## src/rtl/hsi_pkg.sv

```systemverilog
// Shared types and constants for the HSI Manchester line transmitter.
package hsi_pkg;

    localparam int HSI_WORD_W   = 16;
    localparam int HSI_LEN_LEAD = 2;
    localparam int HSI_LEN_SYNC = 6;
    localparam int HSI_LEN_DATA = 32;
    localparam int HSI_LEN_PAR  = 2;
    localparam int HSI_LEN_TAIL = 2;

    localparam logic [5:0] HSI_SYNC_CMD = 6'b111000;
    localparam logic [5:0] HSI_SYNC_DAT = 6'b000111;

    typedef enum logic [2:0] {
        ST_IDLE,
        ST_LEAD,
        ST_SYNC,
        ST_DATA,
        ST_PAR,
        ST_TAIL
    } hsi_state_e;

    // Number of half-bits spent in each frame state.
    function automatic logic [5:0] hsi_state_len(input hsi_state_e s);
        case (s)
            ST_LEAD: return 6'(HSI_LEN_LEAD);
            ST_SYNC: return 6'(HSI_LEN_SYNC);
            ST_DATA: return 6'(HSI_LEN_DATA);
            ST_PAR:  return 6'(HSI_LEN_PAR);
            ST_TAIL: return 6'(HSI_LEN_TAIL);
            default: return 6'd1;
        endcase
    endfunction

endpackage

```

## src/rtl/hsi_half_bit_timer.sv

```systemverilog
// Free-running half-bit strobe generator; restart realigns the count to zero.
module hsi_half_bit_timer #(
    parameter int HALF_DIV = 24
) (
    input  logic clk,
    input  logic rst,
    input  logic restart,
    output logic strobe
);

    localparam int CW = $clog2(HALF_DIV);

    logic [CW-1:0] cnt_q;
    logic [CW-1:0] cnt_d;

    assign strobe = (cnt_q == CW'(HALF_DIV - 1));

    always_comb begin
        cnt_d = cnt_q + CW'(1);
        if (restart || strobe) begin
            cnt_d = '0;
        end
    end

    always_ff @(posedge clk) begin
        if (rst) begin
            cnt_q <= '0;
        end else begin
            cnt_q <= cnt_d;
        end
    end

endmodule

```

## src/rtl/hsi_line_tx.sv

```systemverilog
// HSI Manchester line transmitter: framed 16-bit words onto one RS-485 channel.
// Define HSI_TX_PARITY_EN to include the odd-parity half-bit pair before TAIL.
module hsi_line_tx
    import hsi_pkg::*;
#(
    parameter int HALF_DIV = 24
) (
    input  logic                  clk,
    input  logic                  rst,
    input  logic [HSI_WORD_W-1:0] tx_word,
    input  logic                  tx_cmd,
    input  logic                  tx_valid,
    output logic                  tx_ready,
    output logic                  tx_busy,
    output logic                  tx_done,
    output logic                  line_d,
    output logic                  line_de,
    output logic                  line_nre
);

    hsi_state_e            state_q, state_d;
    logic [5:0]            hb_q, hb_d;
    logic [3:0]            idx_q, idx_d;
    logic [HSI_WORD_W-1:0] word_q, word_d;
    logic                  cmd_q, cmd_d;
    logic                  ready_q, ready_d;
    logic                  busy_q, busy_d;
    logic                  done_q, done_d;
    logic                  d_q, d_d;
    logic                  de_q, de_d;
    logic                  nre_q, nre_d;
    logic                  strobe;
    logic                  restart;
    logic [5:0]            sync_pat;

    hsi_half_bit_timer #(
        .HALF_DIV (HALF_DIV)
    ) u_timer (
        .clk     (clk),
        .rst     (rst),
        .restart (restart),
        .strobe  (strobe)
    );

`ifdef HSI_TX_PARITY_EN
    logic par_bit;
    assign par_bit = ~^word_q;
`endif

    always_comb begin
        state_d = state_q;
        hb_d    = hb_q;
        idx_d   = idx_q;
        word_d  = word_q;
        cmd_d   = cmd_q;
        restart = 1'b0;
        if (state_q == ST_IDLE) begin
            if (tx_valid && ready_q) begin
                state_d = ST_LEAD;
                hb_d    = '0;
                word_d  = tx_word;
                cmd_d   = tx_cmd;
                restart = 1'b1;
            end
        end else if (strobe) begin
            if (hb_q == hsi_state_len(state_q) - 6'd1) begin
                hb_d = '0;
                case (state_q)
                    ST_LEAD: state_d = ST_SYNC;
                    ST_SYNC: begin
                        state_d = ST_DATA;
                        idx_d   = 4'd15;
                    end
`ifdef HSI_TX_PARITY_EN
                    ST_DATA: state_d = ST_PAR;
                    ST_PAR:  state_d = ST_TAIL;
`else
                    ST_DATA: state_d = ST_TAIL;
`endif
                    default: state_d = ST_IDLE;
                endcase
            end else begin
                hb_d = hb_q + 6'd1;
                // Second half of a data bit done: move to the next lower bit.
                if (state_q == ST_DATA && hb_q[0]) begin
                    idx_d = idx_q - 4'd1;
                end
            end
        end
    end

    // Outputs are decoded from the next state so they change on the same edge.
    assign sync_pat = cmd_d ? HSI_SYNC_CMD : HSI_SYNC_DAT;

    always_comb begin
        ready_d = 1'b0;
        busy_d  = 1'b1;
        done_d  = 1'b0;
        de_d    = 1'b1;
        nre_d   = 1'b1;
        d_d     = 1'b0;
        case (state_d)
            ST_IDLE: begin
                ready_d = 1'b1;
                busy_d  = 1'b0;
                de_d    = 1'b0;
                nre_d   = 1'b0;
                done_d  = (state_q == ST_TAIL);
            end
            ST_SYNC: d_d = sync_pat[3'd5 - hb_d[2:0]];
            ST_DATA: d_d = word_d[idx_d] ^ hb_d[0];
`ifdef HSI_TX_PARITY_EN
            ST_PAR:  d_d = par_bit ^ hb_d[0];
`endif
            default: ;
        endcase
    end

    always_ff @(posedge clk) begin
        if (rst) begin
            state_q <= ST_IDLE;
            hb_q    <= '0;
            idx_q   <= '0;
            word_q  <= '0;
            cmd_q   <= 1'b0;
            ready_q <= 1'b0;
            busy_q  <= 1'b0;
            done_q  <= 1'b0;
            d_q     <= 1'b0;
            de_q    <= 1'b0;
            nre_q   <= 1'b0;
        end else begin
            state_q <= state_d;
            hb_q    <= hb_d;
            idx_q   <= idx_d;
            word_q  <= word_d;
            cmd_q   <= cmd_d;
            ready_q <= ready_d;
            busy_q  <= busy_d;
            done_q  <= done_d;
            d_q     <= d_d;
            de_q    <= de_d;
            nre_q   <= nre_d;
        end
    end

    assign tx_ready = ready_q;
    assign tx_busy  = busy_q;
    assign tx_done  = done_q;
    assign line_d   = d_q;
    assign line_de  = de_q;
    assign line_nre = nre_q;

endmodule

```

## config.mk

```make
export PLATFORM = sky130hd
export DESIGN_NAME = hsi_line_tx
export DESIGN_NICKNAME = d
export VERILOG_FILES = /design/src/rtl/hsi_pkg.sv /design/src/rtl/hsi_half_bit_timer.sv /design/src/rtl/hsi_line_tx.sv
export SDC_FILE = /design/constraint.sdc
export NUM_CORES = 1
export LEC_CHECK = 0
export BUFFER_PORTS_ARGS = -buffer_cell sky130_fd_sc_hd__buf_2
export CAP_MARGIN = 20
export CORE_AREA = 2 2 72 74
export DETAILED_ROUTE_END_ITERATION = 8
export DIE_AREA = 0 0 74 76
export PLACE_DENSITY = 0.63
export SLEW_MARGIN = 15
export SYNTH_ARGS = -nofsm -noshare
export SYNTH_HDL_FRONTEND = slang
export SYNTH_SLANG_ARGS = --single-unit
```

## constraint.sdc

```tcl
create_clock -name clk -period 3.2 [get_ports clk]
set_input_delay 0.48 -clock clk [delete_from_list [all_inputs] [get_ports clk]]
set_output_delay 0.48 -clock clk [all_outputs]
set_load 0.01 [all_outputs]
```

### Word level (Yosys, flattened, before mapping)

Index checks and enable logic that the tools add are counted.

| word-level totals | value |
|---|---|
| bits in registers | 39 |
| bits of input ports | 20 |
| output and inout bits | 6 |
| word-level logic and storage cells | 71 |

| operators by class | value |
|---|---|
| $add $sub $neg | 5 |
| magnitude comparators | 2 |
| eq/ne operators | 10 |
| multiplexer cells | 31 |
| bitwise logic cells | 2 |
| reduce and logical (&&, ||, !) cells | 10 |

Operators by type and width:

| kind | number |
|---|---|
| two-way mux 6 bit | 7 |
| two-way mux 16 bit | 2 |
| two-way mux 4 bit | 5 |
| one-hot mux 6 bit (3 select lines) | 1 |
| == test 3 x 2 -> 1 bit (second input constant) | 4 |
| two-way mux 3 bit | 4 |
| one-hot mux 3 bit (3 select lines) | 1 |
| two-way mux 1 bit | 8 |
| adder 6 x 1 -> 6 bit (second input constant) | 1 |
| == test 3 bit (second input constant) | 2 |
| == test 6 bit | 1 |
| zero test 3 bit | 2 |
| subtractor 6 x 1 -> 6 bit (second input constant) | 1 |
| adder 5 x 1 -> 5 bit (second input constant) | 1 |
| == test 5 bit (second input constant) | 1 |
| less-than comparator 4 x 5 -> 1 bit (second input constant) | 1 |
| binary-select mux 1 bit (select 4 bit) | 1 |
| less-than comparator 3 x 4 -> 1 bit (second input constant) | 1 |
| OR reduction 2 bit | 2 |
| subtractor 4 x 1 -> 4 bit (second input constant) | 1 |
| binary-select mux 1 bit (select 3 bit) | 1 |
| == test 3 x 1 -> 1 bit (second input constant) | 1 |
| OR reduction 3 bit | 1 |
| subtractor 3 bit (first input constant) | 1 |
| 8 further kinds | 9 |

### Longest topological paths before layout

| depth | value |
|---|---|
| depth in word-level cells | 14 |
| gate-level depth with buffers | 15 |
| gate-level depth less buffers | 13 |

### By module

A second synthesis with hierarchy kept.

| second synthesis, totals | value |
|---|---|
| cells, all modules | 273 |
| area total of the unflattened synthesis | 2137.0 µm² |

Modules (own cells, without submodules):

| module | times used | cells an instance | area an instance (µm²) | seq. area each (µm²) |
|---|---|---|---|---|
| hsi_line_tx | 1 | 253 | 1929.4 | 680.7 |
| hsi_half_bit_timer | 1 | 20 | 207.7 | 100.1 |

### Worst setup path before layout

No wires, ideal clock.

| timing | value |
|---|---|
| path kind | reg2reg |
| start | register state_q[2] |
| end | register d_q (netlist: line_d) |
| library setup time | 0.133 ns |
| arrival time | 2.783 ns |
| required time | 3.067 ns |
| path slack | 0.284 ns |
| stages on the path, launching flop included | 16 |
| path buffers | 2 |
| clock period less this slack | 2.916 ns |
| path through | dfxtp_1 -> clkbuf_1 -> nor2_1 -> nand2_1 -> ha_1 -> xnor2_1 -> nor3_1 -> and3_1 -> buf_6 -> o221a_4 -> a21oi_1 -> o211ai_1 -> nand4_1 -> mux2_1 -> o211ai_1 -> a211oi_2 |

| between the ends | value |
|---|---|
| longest elaborated chain between the ends | 14 |
| elaborated cells between the ends (all ways) | 38 |
| classes of those cells | add/sub: 2; eq/ne: 8; mux: 24; bitwise: 1; reduce/logical: 3 |

RTL lines:

| what | line | text |
|---|---|---|
| start: declaration | hsi_line_tx.sv:21 | `hsi_state_e state_q, state_d;` |
| start signal: assignment | hsi_line_tx.sv:133 | `state_q <= state_d;` |
| == test 3 bit or == test 3 x 1 -> 1 bit (tied branches) | hsi_pkg.sv:25, hsi_line_tx.sv:68 |  |
| OR reduction 3 bit (no source line) | -- |  |
| one-hot mux 6 bit (3 select lines) | hsi_pkg.sv:25 | `case (s)` |
| two-way mux 6 bit | hsi_line_tx.sv:65 | `end else if (strobe) begin` |
| two-way mux 6 bit | hsi_line_tx.sv:57 | `if (state_q == ST_IDLE) begin` |
| subtractor 6 x 1 -> 6 bit | hsi_line_tx.sv:66 | `if (hb_q == hsi_state_len(state_q) - 6'd1) begin` |
| == test 6 bit | hsi_line_tx.sv:66 |  |
| two-way mux 6 bit or two-way mux 4 bit (tied branches) | hsi_line_tx.sv:66 |  |
| two-way mux 6 bit or two-way mux 4 bit (tied branches) | hsi_line_tx.sv:65 |  |
| two-way mux 6 bit or two-way mux 4 bit (tied branches) | hsi_line_tx.sv:57 |  |
| subtractor 3 bit or binary-select mux 1 bit (select 4 bit) (tied branches) | hsi_line_tx.sv:110, hsi_line_tx.sv:111 |  |
| binary-select mux 1 bit (select 3 bit) or two-way mux 1 bit (tied branches) | hsi_line_tx.sv:110, hsi_line_tx.sv:111 |  |
| two-way mux 1 bit (not written as such) or bitwise XOR 1 bit (tied branches) | hsi_line_tx.sv:110, hsi_line_tx.sv:111 |  |
| one-hot mux 1 bit (2 select lines) * | hsi_line_tx.sv:102 | `case (state_d)` |
| end signal: assignment | hsi_line_tx.sv:129 | `d_q <= 1'b0;` |
| end signal: assignment | hsi_line_tx.sv:141 | `d_q <= d_d;` |
| end: declaration | hsi_line_tx.sv:29 | `logic d_q, d_d;` |

Every way passes the cells marked *; elsewhere a longest branch is shown, timed or not. The select of a mux whose other input is x is not followed.
A chain may end at the register's enable or synchronous reset.

### Worst setup path after layout

| timing | value |
|---|---|
| start | register state_q[1] |
| end | register d_q (netlist: line_d) |

Same word-level chain as after synthesis.

==> results summary <==
The flow ran to the end, and the final reports show no timing, DRC or antenna violations. The critical path is of the reg -> reg type. Setup violations remaining at the end of the flow were counted as 0. The global-route wire length before repair came out at 8.01 mm.

The core outline area came out at 0.00491 sq mm. The via count of the first global-routing pass came out at 1746. In this run the worst hold path is classified as in -> reg. The number of buffers added on ports is 25. The first detailed-routing pass ran for 5 iterations. The clock net sink count is 39. The minimum clock period is 2960 ps. The post-synthesis cell area came out at 0.00204 sq mm.

The power density relative to cell area came out at 403 mW/mm^2. The via count is 1910. The worst reg2reg path startpoint is state_q[1]. Fill cells in the final layout number 527. After clock tree synthesis, the clock-pin slew on the worst setup and hold paths is 80 ps.

The number of synthesized register bits came out at 39. The post-synth net total came out at 285. The leading register cell type out of synthesis is sky130_fd_sc_hd__dfxtp_1. The proportion of synthesized chip area in sequential cells is 38.2%.

The area occupied by registers is 781 sq um. Clock tree synthesis selected as its root buffer the cell sky130_fd_sc_hd__clkbuf_8. The total of warnings raised by yosys came out at 0. Of the available clock period, the critical path in the final layout requires 92.5%.

The buffers inserted during post-CTS setup optimization is 0. The worst slew margin relative to its limit is 54.3%. The detailed-route DRC error count came out at 0. The data arrival time at the worst-slack endpoint came out at 3120 ps. The critical path launch point type is a flop. In this run the number of H-tree levels came out at 2. The most common cell after layout, fill and taps aside is sky130_fd_sc_hd__a21oi_1. The number of flops mapped to enable cells by yosys came out at 0. The sum of routed wire length over all layers is 4.65 mm. In the final layout, the multi-input gates occupy 0.00119 sq mm. At the pin with the least slew margin, the transition time is 683 ps. The total leakage power is 0.895 nW.

The startpoint of the lowest-slack hold path is tx_word[6]. The synthesized instance count came out at 261. The area added between synthesis and finish is 15.4%. The max-cap violation count is 0.

The post-detailed-route via-to-cell ratio came out at 5.31. In the synthesized netlist the async set-or-reset flop fraction comes to 0%. No sink is reached through more buffers than the 2 on the longest clock path. The residual overflow from global routing came out at 0.

The number of clock buffers added by TritonCTS is 5. In this run the count of I/O pins placed on the die edge is 26. The count of nets left with antenna violations once routing finished came out at 0. The last weighted congestion value of the routability-driven placer came out at 0.798. The fmax came out at 338 MHz. The die is 74 microns wide. The HPWL after detailed placement is 3.33 mm. For this run, the post-layout net count is 313. The most critical setup path has its startpoint at state_q[1]. The data required time at the worst endpoint is 3360 ps. By area the synthesized netlist is led by sky130_fd_sc_hd__dfxtp_1 38%, sky130_fd_sc_hd__a21oi_1 11%, sky130_fd_sc_hd__nand2_1 7.9%. The largest net degree at the start of global routing came out at 36.

The number of buffers added to fix hold violations after cts is 0. After routing the design area is 0.00236 sq mm. STA classifies the critical path endpoint as a flop. Row generation in the floorplan step produced 26 rows.

The initial utilization of the core area, before any placement, comes to 41.6%. The highest fanout seen on the critical path came out at 10. The mean instance size in the synthesized netlist is 7.82 sq um. TritonCTS built the clock tree. The total track usage is 17.8%. The floorplan step set the die height to 76 microns. The top cell type by area accounts for 38.2% of the synthesized area. The insertion delay to the later sink of the worst-skew pair is 290 ps.

Dividing the detail-routed wire length by the instance count gives 12.9 microns. The post-route clock skew is 7.17 ps. The antenna diode count came out at 0. The number of antenna violations at the first check in global routing came out at 0. The number of library cell types mapped by synthesis is 46.

The cell area reported after detailed placement came out at 0.00225 sq mm. The total count of max-transition violations in the final report is 0. Setup repair after global routing left no endpoint under its margin.

Hold timing on the final database bottoms out at a slack of 444 ps. In the layout the commonest cells are 45 x sky130_fd_sc_hd__a21oi_1, 43 x sky130_fd_sc_hd__nand2_1, 39 x sky130_fd_sc_hd__dfxtp_1, 32 x sky130_fd_sc_hd__nor2_1, 25 x sky130_fd_sc_hd__buf_2. The top cell type by total area after synthesis is sky130_fd_sc_hd__dfxtp_1. The die covers 0.00562 sq mm. For this block, the initial DRC count from the detailed router was 58.

The share of layout cells above drive strength 1 came out at 18.3%. The worst vdd rail ir drop is 0.178 mV. The final total negative setup slack came out at 0 ps. The number of hold-slack violations in the final timing report is 0.
[where the power goes]
group | internal, mW | leakage [nW] | switching [mW]
Combinational | 0.0446 | 0.537 | 0.0648
Clock | 0.152 | 0.0412 | 0.176
Sequential | 0.502 | 0.317 | 0.00894
[per-stage QoR]
step	power, mW	instances	worst slack [ps]	util, %
finish	0.949	360	240	48.0
floorplan	0.600	261	284	-
detailed placement	0.631	352	113	45.8
CTS	0.956	360	84.5	47.6
global placement	0.630	352	194	45.8
global route	0.994	360	50.5	48.0
[worst max-delay path: stages, from the launching register on]
cell                       delay, ps
sky130_fd_sc_hd__dfxtp_1         390
sky130_fd_sc_hd__buf_4           190
sky130_fd_sc_hd__or3_4           380
sky130_fd_sc_hd__a221oi_2        350
sky130_fd_sc_hd__and3_4          300
sky130_fd_sc_hd__a21oi_2         120
sky130_fd_sc_hd__o21ai_2         260
sky130_fd_sc_hd__o211ai_1        150
sky130_fd_sc_hd__nand4_1         140
sky130_fd_sc_hd__mux2_1          340
sky130_fd_sc_hd__o211ai_1        100
sky130_fd_sc_hd__a211oi_2         90
[registers in the layout, indices dropped and copies added, names as in the netlist]
signal         flops
tx_ready           1
tx_done            1
cmd_q              1
word_q            16
hb_q               6
state_q            3
idx_q              4
line_nre           1
u_timer.cnt_q      5
line_d             1
[timing repair]
item,in CTS,in global routing
endpoints found under the hold margin,0,0
resized for setup,0,4
setup endpoints to repair,0,1
[cells in the mapped netlist, types with 2 or more instances]
master / n
sky130_fd_sc_hd__a21oi_1: 45
sky130_fd_sc_hd__nand2_1: 43
sky130_fd_sc_hd__dfxtp_1: 39
sky130_fd_sc_hd__nor2_1: 32
sky130_fd_sc_hd__o211ai_1: 9
sky130_fd_sc_hd__clkbuf_1: 8
sky130_fd_sc_hd__inv_1: 5
sky130_fd_sc_hd__nand4_1: 5
sky130_fd_sc_hd__nor3_1: 5
sky130_fd_sc_hd__o21ai_0: 5
sky130_fd_sc_hd__xor2_1: 5
sky130_fd_sc_hd__ha_1: 4
sky130_fd_sc_hd__mux2i_1: 4
sky130_fd_sc_hd__nand3_1: 4
sky130_fd_sc_hd__nor2b_1: 4
sky130_fd_sc_hd__nand2b_1: 3
sky130_fd_sc_hd__or3_1: 3
sky130_fd_sc_hd__a31oi_1: 2
sky130_fd_sc_hd__and3_1: 2
sky130_fd_sc_hd__buf_4: 2
sky130_fd_sc_hd__buf_6: 2
sky130_fd_sc_hd__nand4b_1: 2
sky130_fd_sc_hd__nor3b_1: 2
sky130_fd_sc_hd__nor4_1: 2
sky130_fd_sc_hd__nor4b_1: 2
sky130_fd_sc_hd__xnor2_1: 2
[path summary, 6_finish.rpt]
check | to | slack [ps] | cells after the start
setup reg to reg | line_d | 240 | 11
hold reg to reg | u_timer.cnt_q[0] | 450 | 1
hold / removal | word_q[6] | 440 | 3
setup / recovery | line_d | 240 | 11
[area by class of cell]
cell class	instances	share of cell area (%)
multi-input cells	204	50.6
flip-flops and latches	39	33.1
repair buffers	34	8.17
well taps	70	3.72
clock buffers	6	3.08
inverters	5	0.796
clock inverters	2	0.531
[routing by layer]
layer	up-vias	global-route usage, %	routed length, microns
met5	-	0	0
met3	5	3.97	140
li1	985	-	-
met4	0	5.45	53
met1	891	25.6	2300
met2	29	26.3	2150
[logic make-up after synthesis]
| family | count (synthesis) | synth area share [%] |
|---|---|---|
| xor+xnor | 7 | 3.00 |
| mux | 5 | 2.51 |
| fa+ha+maj | 4 | 2.45 |
| compound gates | 74 | 23.0 |
| buf+inv | 18 | 4.41 |
| flops | 39 | 38.2 |
| simple gates | 114 | 26.4 |
(Power assumes the default switching activity.)
